<file path="src/rtl/psel_unpacker.sv">
// Streams a captured WIDTH-bit word out as WIDTH/SLICE part-selects, LSB slice first,
// optionally restoring the bit order that the capture side stored reversed.
module psel_unpacker #(
    parameter int unsigned WIDTH   = 4,
    parameter int unsigned SLICE   = 1,
    parameter int unsigned REVERSE = 1
) (
    input  logic             i_clk,
    input  logic             i_rst_n,
    input  logic             i_valid,
    output logic             o_ready,
    input  logic [WIDTH-1:0] i_data,
    output logic             o_valid,
    input  logic             i_ready,
    output logic [SLICE-1:0] o_slice,
    output logic [SLICE-1:0] o_slice_n,
    output logic             o_last,
    output logic             o_busy
);

    localparam int unsigned N     = WIDTH / SLICE;
    localparam int unsigned IDX_W = (N > 1) ? $clog2(N) : 1;
    localparam logic [IDX_W-1:0] LAST_IDX = IDX_W'(N - 1);

    typedef enum logic [0:0] {StIdle, StSend} state_e;

    state_e           state_q;
    logic [WIDTH-1:0] word_q;
    logic [IDX_W-1:0] idx_q;
    logic [WIDTH-1:0] unpacked;

    always_comb begin
        unpacked = '0;
        for (int k = 0; k < WIDTH; k++) begin
            unpacked[k] = (REVERSE != 0) ? i_data[WIDTH-1-k] : i_data[k];
        end
    end

    assign o_valid   = (state_q == StSend);
    assign o_busy    = (state_q == StSend);
    assign o_last    = (state_q == StSend) && (idx_q == LAST_IDX);
    // Combinational from i_ready: lets the next word land on the last slice's handshake.
    assign o_ready   = (state_q == StIdle) || (o_last && i_ready);
    assign o_slice   = word_q[int'(idx_q) * SLICE +: SLICE];
    assign o_slice_n = ~o_slice;

    always_ff @(posedge i_clk or negedge i_rst_n) begin
        if (!i_rst_n) begin
            state_q <= StIdle;
            word_q  <= '0;
            idx_q   <= '0;
        end else begin
            unique case (state_q)
                StIdle: begin
                    if (i_valid) begin
                        word_q  <= unpacked;
                        idx_q   <= '0;
                        state_q <= StSend;
                    end
                end
                StSend: begin
                    if (i_ready) begin
                        if (idx_q != LAST_IDX) begin
                            idx_q <= idx_q + 1'b1;
                        end else if (i_valid) begin
                            word_q <= unpacked;
                            idx_q  <= '0;
                        end else begin
                            idx_q   <= '0;
                            state_q <= StIdle;
                        end
                    end
                end
                default: state_q <= StIdle;
            endcase
        end
    end

endmodule

</file>
<file path="config.mk">
export PLATFORM = sky130hd
export DESIGN_NAME = psel_unpacker
export DESIGN_NICKNAME = d
export VERILOG_FILES = /design/src/rtl/psel_unpacker.sv
export SDC_FILE = /design/constraint.sdc
export NUM_CORES = 1
export LEC_CHECK = 0
export CAP_MARGIN = 25
export CORE_AREA = 2 2 39 41
export DETAILED_ROUTE_END_ITERATION = 16
export DIE_AREA = 0 0 41 43
export GPL_ROUTABILITY_DRIVEN = 0
export PLACE_DENSITY = 0.6
export SKIP_LAST_GASP = 1
export SYNTH_ARGS = -nofsm -noshare
export SYNTH_HDL_FRONTEND = slang
export SYNTH_SLANG_ARGS = --single-unit
</file>
<file path="constraint.sdc">
create_clock -name i_clk -period 1.8 [get_ports i_clk]
set_clock_uncertainty 0.15 [all_clocks]
set_input_delay 0.45 -clock i_clk [delete_from_list [all_inputs] [get_ports i_clk]]
set_output_delay 0.45 -clock i_clk [all_outputs]
set_load 0.005 [all_outputs]
</file>
After elaboration in Yosys (flattened, before gate mapping)
Index checks and enable logic that the tools add are counted.
{ "word_totals": {"input_bits": 8, "reg_bits": 7, "out_inout_bits": 6, "word_cells": 29} }
{ "classes": {"n_addsub": 1, "n_reduce_logical": 5, "n_shift": 1, "eq_ne": 5, "bitwise": 2, "muxes": 12} }
{ "ops": {"columns": ["op", "count"], "rows": [
  ["two-way mux 4 bit", 3],
  ["inequality test 2 bit, second input constant", 4],
  ["one-hot mux 4 bit (2 select lines)", 1],
  ["two-way mux 2 bit", 3],
  ["one-hot mux 2 bit (2 select lines)", 1],
  ["AND reduction 2 bit", 2],
  ["indexed part select 4 x 3 -> 1 bit", 1],
  ["two-way mux 1 bit", 3],
  ["adder 2 x 1 -> 2 bit, second input constant", 1],
  ["equality test 2 bit, second input constant", 1],
  ["logical AND 1 bit", 2],
  ["NOT 1 bit", 2],
  ["one-hot mux 1 bit (2 select lines)", 1],
  ["logical OR 1 bit", 1]
]} }

Depth between registers and ports, before layout
{ "logic_depth": {"ltp_word": 4, "depth_mapped": 3, "ltp_nobuf": 3} }

Worst setup path before layout
Ideal clock, no wire load.
{ "synth_path": {"kind": "register -> output", "start": "register idx_q[0]", "end": "output port o_slice_n", "stages_incl_launch_ff": 3, "arrival_ns": 0.977, "required_ns": 1.200, "n_path_buf": 0, "slack_ns": 0.223, "cell_sequence": "dfrtp_1 > mux4_2 > inv_2"} }
{ "synth_via": {"elab_chain_len": 2} }
{ "synth_rtl": {"columns": ["item", "line", "rtl"], "rows": [
  ["from (decl)", "29", "logic [IDX_W-1:0] idx_q;"],
  ["from (signal assigned)", "64", "idx_q <= idx_q + 1'b1;"],
  ["indexed part select 4 x 3 -> 1 bit", "44", "assign o_slice = word_q[int'(idx_q) * SLICE +: SLICE];"],
  ["net o_slice", "15", "output logic [SLICE-1:0] o_slice,"],
  ["NOT 1 bit", "45", "assign o_slice_n = ~o_slice;"],
  ["to (decl)", "16", "output logic [SLICE-1:0] o_slice_n,"]
]} }
The timed path passes the listed nets, and every way through them passes these cells.

Worst setup path after layout
{ "layout_path": {"start": "register idx_q[0]", "end": "output port o_slice_n"} }
{ "layout_via": {"elab_chain_len": 2} }
{ "layout_rtl": {"columns": ["item", "line"], "rows": [
  ["indexed part select 4 x 3 -> 1 bit", "44"],
  ["NOT 1 bit", "45"]
]} }
No other way between the ends.

==> results.txt <==
The total grt overflow is 0. For the setup-violating endpoint count in the final report, the log shows 3. The number of hold buffers added after CTS was 0.

The critical path's largest stage delay was 0.50 ns; the final core utilization was 0.439. In this run, the number of DRC markers left after iteration 0 of detailed routing was 5. The number of buffer and inverter stages on the critical path is 3, and the floorplan die area is 0.00176 mm2. The number of port buffers is 13, and the fraction of final layout cells with drive strength greater than 1 is 0.393. Timing would allow up to 0.502 GHz.

The number of antenna diodes in the final layout is 0. The tool flagged a number of max-cap violations equal to 0. The top cell types in the final layout, fill and taps aside, are 7 x sky130_fd_sc_hd__dfrtp_1, 7 x sky130_fd_sc_hd__clkdlybuf4s50_1, 5 x sky130_fd_sc_hd__inv_1, 5 x sky130_fd_sc_hd__buf_4. The share of the yosys chip area belonging to registers was 0.479; the post-placement cell area was 538 um2. Summed over all layers, the routed wires come to 866 um. The min-delay analysis places its worst path in the category in -> async. At the end of the flow, the number of nets in the layout was 66. At the later pin of the worst-skew pair, clock insertion delay measures 0.26 ns.

Entering global routing, the biggest net connects 8 pins. The family of cells with the greatest summed delay on the critical path was multiplexers. The finished cells cover 607 um2. The reported leakage power came out at 0.291 nW. Power spread over the standard cell area amounts to 1350 mW/mm2.

Setup repair after global routing could not meet its margin everywhere. A synthesized cell averages 11.1 um2. The run finished, with violations left. No sink is reached through more buffers than the 2 on the longest clock path. The vias per cell works out to 4.53.

CTS placed an instance of sky130_fd_sc_hd__clkbuf_4 at the clock tree root. The headroom to the max-slew limit was 0.770. Along the worst path, the maximum fanout reaches 2.

The count of mapped cells out of synthesis was 33; the max-slew violation total from the final report was 0. The initial antenna violation count was 0; the clock-pin transition on the worst setup and hold timing paths was 0.06 ns. The run gives 1.39 ns as the data arrival at the endpoint of the critical path. Standard cell with the maximum stage delay on the critical path: sky130_fd_sc_hd__mux4_2. The number of warnings reported in the yosys synthesis log came out at 0.

Counting I/O delays and the setup requirement, the final critical path takes 1.99 ns. The die extent in x works out to 41 um. The aggregate global-route resource usage is 0.123.

Sort of element at the start of the critical path: a register. The run gives 0 as the number of antenna-violating nets in the routed design. The critical path goes through buf_6 -> mux4_2 -> inv_2 -> buf_6. TritonCTS created 3 clock buffers. The via count of the first global-routing pass was 337.

The overall die height is 43 um, and the CTS H-tree depth is 1. For the starting utilization of the core area, the log shows 0.264. TritonCTS built the clock tree. The layout-stage area growth over the synthesis result was 66.1%.

The category of the critical setup timing path is reg -> out. At the pin with the least slew margin, the transition time is 0.344 ns. Across all layers, the routed design uses 326 vias.

The floorplan step defined a core boundary enclosing 0.00138 mm2. The worst-case setup margin in the final layout is -0.193 ns. The number of detailed-routing iterations run before antenna repair is 4. Clock tree synthesis found a total of 7 sinks.

The floorplan has 14 rows. The most common cell type on the critical path is sky130_fd_sc_hd__buf_6. The tools report the worst supply voltage drop on vdd as 0.453 mV. Detailed placement ended at an HPWL of 621 um. For this design the top-level I/O count stands at 14. The required time reported for the critical path endpoint is 1.20 ns.

The checks that failed: setup timing. First-pass GRT wire length: 1420 um. The synthesized flop and latch total works out to 7. The share of the clock period used by the worst path after layout is 1.11, and the average routed wire per standard cell is 12.0 um. The number of remaining DRC errors came out at 0. For the number of unique standard cell types used by synthesis, the log shows 17. The number of nets handed over by synthesis was 42.

The logs give 0 for the hold violation total from the final report and 365 um2 for the area of the mapped netlist. The worst setup path is captured at an output port.
==> per-layer routing <==
layer	share of wire	track usage	up-vias	wire length [um]
met1	0.45	0.150	154	393
met5	0	0	-	0
met2	0.47	0.188	9	403
li1	-	-	161	-
met3	0.069	0.0681	2	60
met4	0.0092	0.0200	0	8
==> worst paths after layout <==
path / startpoint / end / slack [ns] / cells past startpoint
max: idx_q[0]$_DFFE_PN0P_ / o_slice_n / -0.19 / 4
min: i_rst_n / idx_q[0]$_DFFE_PN0P_ / 0.31 / 1
max reg2reg: idx_q[0]$_DFFE_PN0P_ / word_q[1]$_DFFE_PN0P_ / 0.41 / 4
min reg2reg: word_q[2]$_DFFE_PN0P_ / word_q[2]$_DFFE_PN0P_ / 0.39 / 2
max in group asynchronous: i_rst_n / word_q[3]$_DFFE_PN0P_ / 0.93 / 1
min in group i_clk: word_q[2]$_DFFE_PN0P_ / word_q[2]$_DFFE_PN0P_ / 0.39 / 2
==> stage by stage <==
step / setup slack [ns] / instances / power, mW / TNS [ns] / hold WS [ns]
finish: -0.193 / 72 / 0.817 / -0.506 / 0.309
global route: -0.267 / 72 / 0.898 / -0.776 / 0.332
CTS: -0.198 / 71 / 0.793 / -0.735 / 0.319
detailed placement: -0.357 / 65 / 0.634 / -0.856 / 0.383
global placement: -0.352 / 65 / 0.626 / -0.860 / 0.377
floorplan: 0.223 / 33 / 0.451 / 0 / 0.00441
==> report_power, final <==
| group | switching (mW) | leakage, nW | total, mW | internal [mW] |
|---|---|---|---|---|
| clock network | 0.0673 | 0.0177 | 0.149 | 0.0817 |
| logic | 0.139 | 0.190 | 0.399 | 0.259 |
| registers | 0.0457 | 0.0826 | 0.270 | 0.224 |
| total | 0.252 | 0.291 | 0.817 | 0.565 |
==> state kept, by name, indices dropped and copies added, names as in the netlist <==
register / count
o_busy: 1
word_q: 4
idx_q: 2
==> cell type report <==
class | count | area [um2]
sequential | 7 | 175
inverter | 6 | 22.5
clock buffer | 3 | 22.5
fill | 146 | 777
clock inverter | 1 | 5.00
multi-input combinational | 19 | 175
tap | 16 | 20.0
timing repair buffer | 20 | 186
==> cell usage after synthesis <==
library cell / n / area share
sky130_fd_sc_hd__dfrtp_1: 7 / 0.48
sky130_fd_sc_hd__inv_1: 5 / 0.051
sky130_fd_sc_hd__nand2_1: 4 / 0.041
sky130_fd_sc_hd__o32ai_1: 4 / 0.096
sky130_fd_sc_hd__a21boi_2: 1 / 0.031
sky130_fd_sc_hd__a21o_2: 1 / 0.024
sky130_fd_sc_hd__a32o_1: 1 / 0.027
sky130_fd_sc_hd__and2_1: 1 / 0.017
sky130_fd_sc_hd__and3_1: 1 / 0.017
sky130_fd_sc_hd__and3b_2: 1 / 0.027
sky130_fd_sc_hd__buf_4: 1 / 0.021
sky130_fd_sc_hd__ha_1: 1 / 0.034
sky130_fd_sc_hd__inv_2: 1 / 0.010
sky130_fd_sc_hd__mux2i_1: 1 / 0.027
sky130_fd_sc_hd__mux4_2: 1 / 0.062
sky130_fd_sc_hd__nor2b_1: 1 / 0.017
sky130_fd_sc_hd__or2_2: 1 / 0.017
==> cell families after synthesis <==
| logic type | after synthesis | share of synthesized area |
|---|---|---|
| DFF | 7 | 0.479 |
| AOI/OAI and AO/OA | 7 | 0.178 |
| adders and majority gates | 1 | 0.0342 |
| buffers and inverters | 7 | 0.0822 |
| muxes | 2 | 0.0890 |
| and+or+nand+nor | 9 | 0.137 |
==> what timing repair did <==
item,CTS,global route
endpoints found under the setup margin,4,6
endpoints found under the hold margin,0,0
pin swaps,1,1
buffers inserted,2,1
resized for setup,13,8
Power figures use the tool's default switching activity.
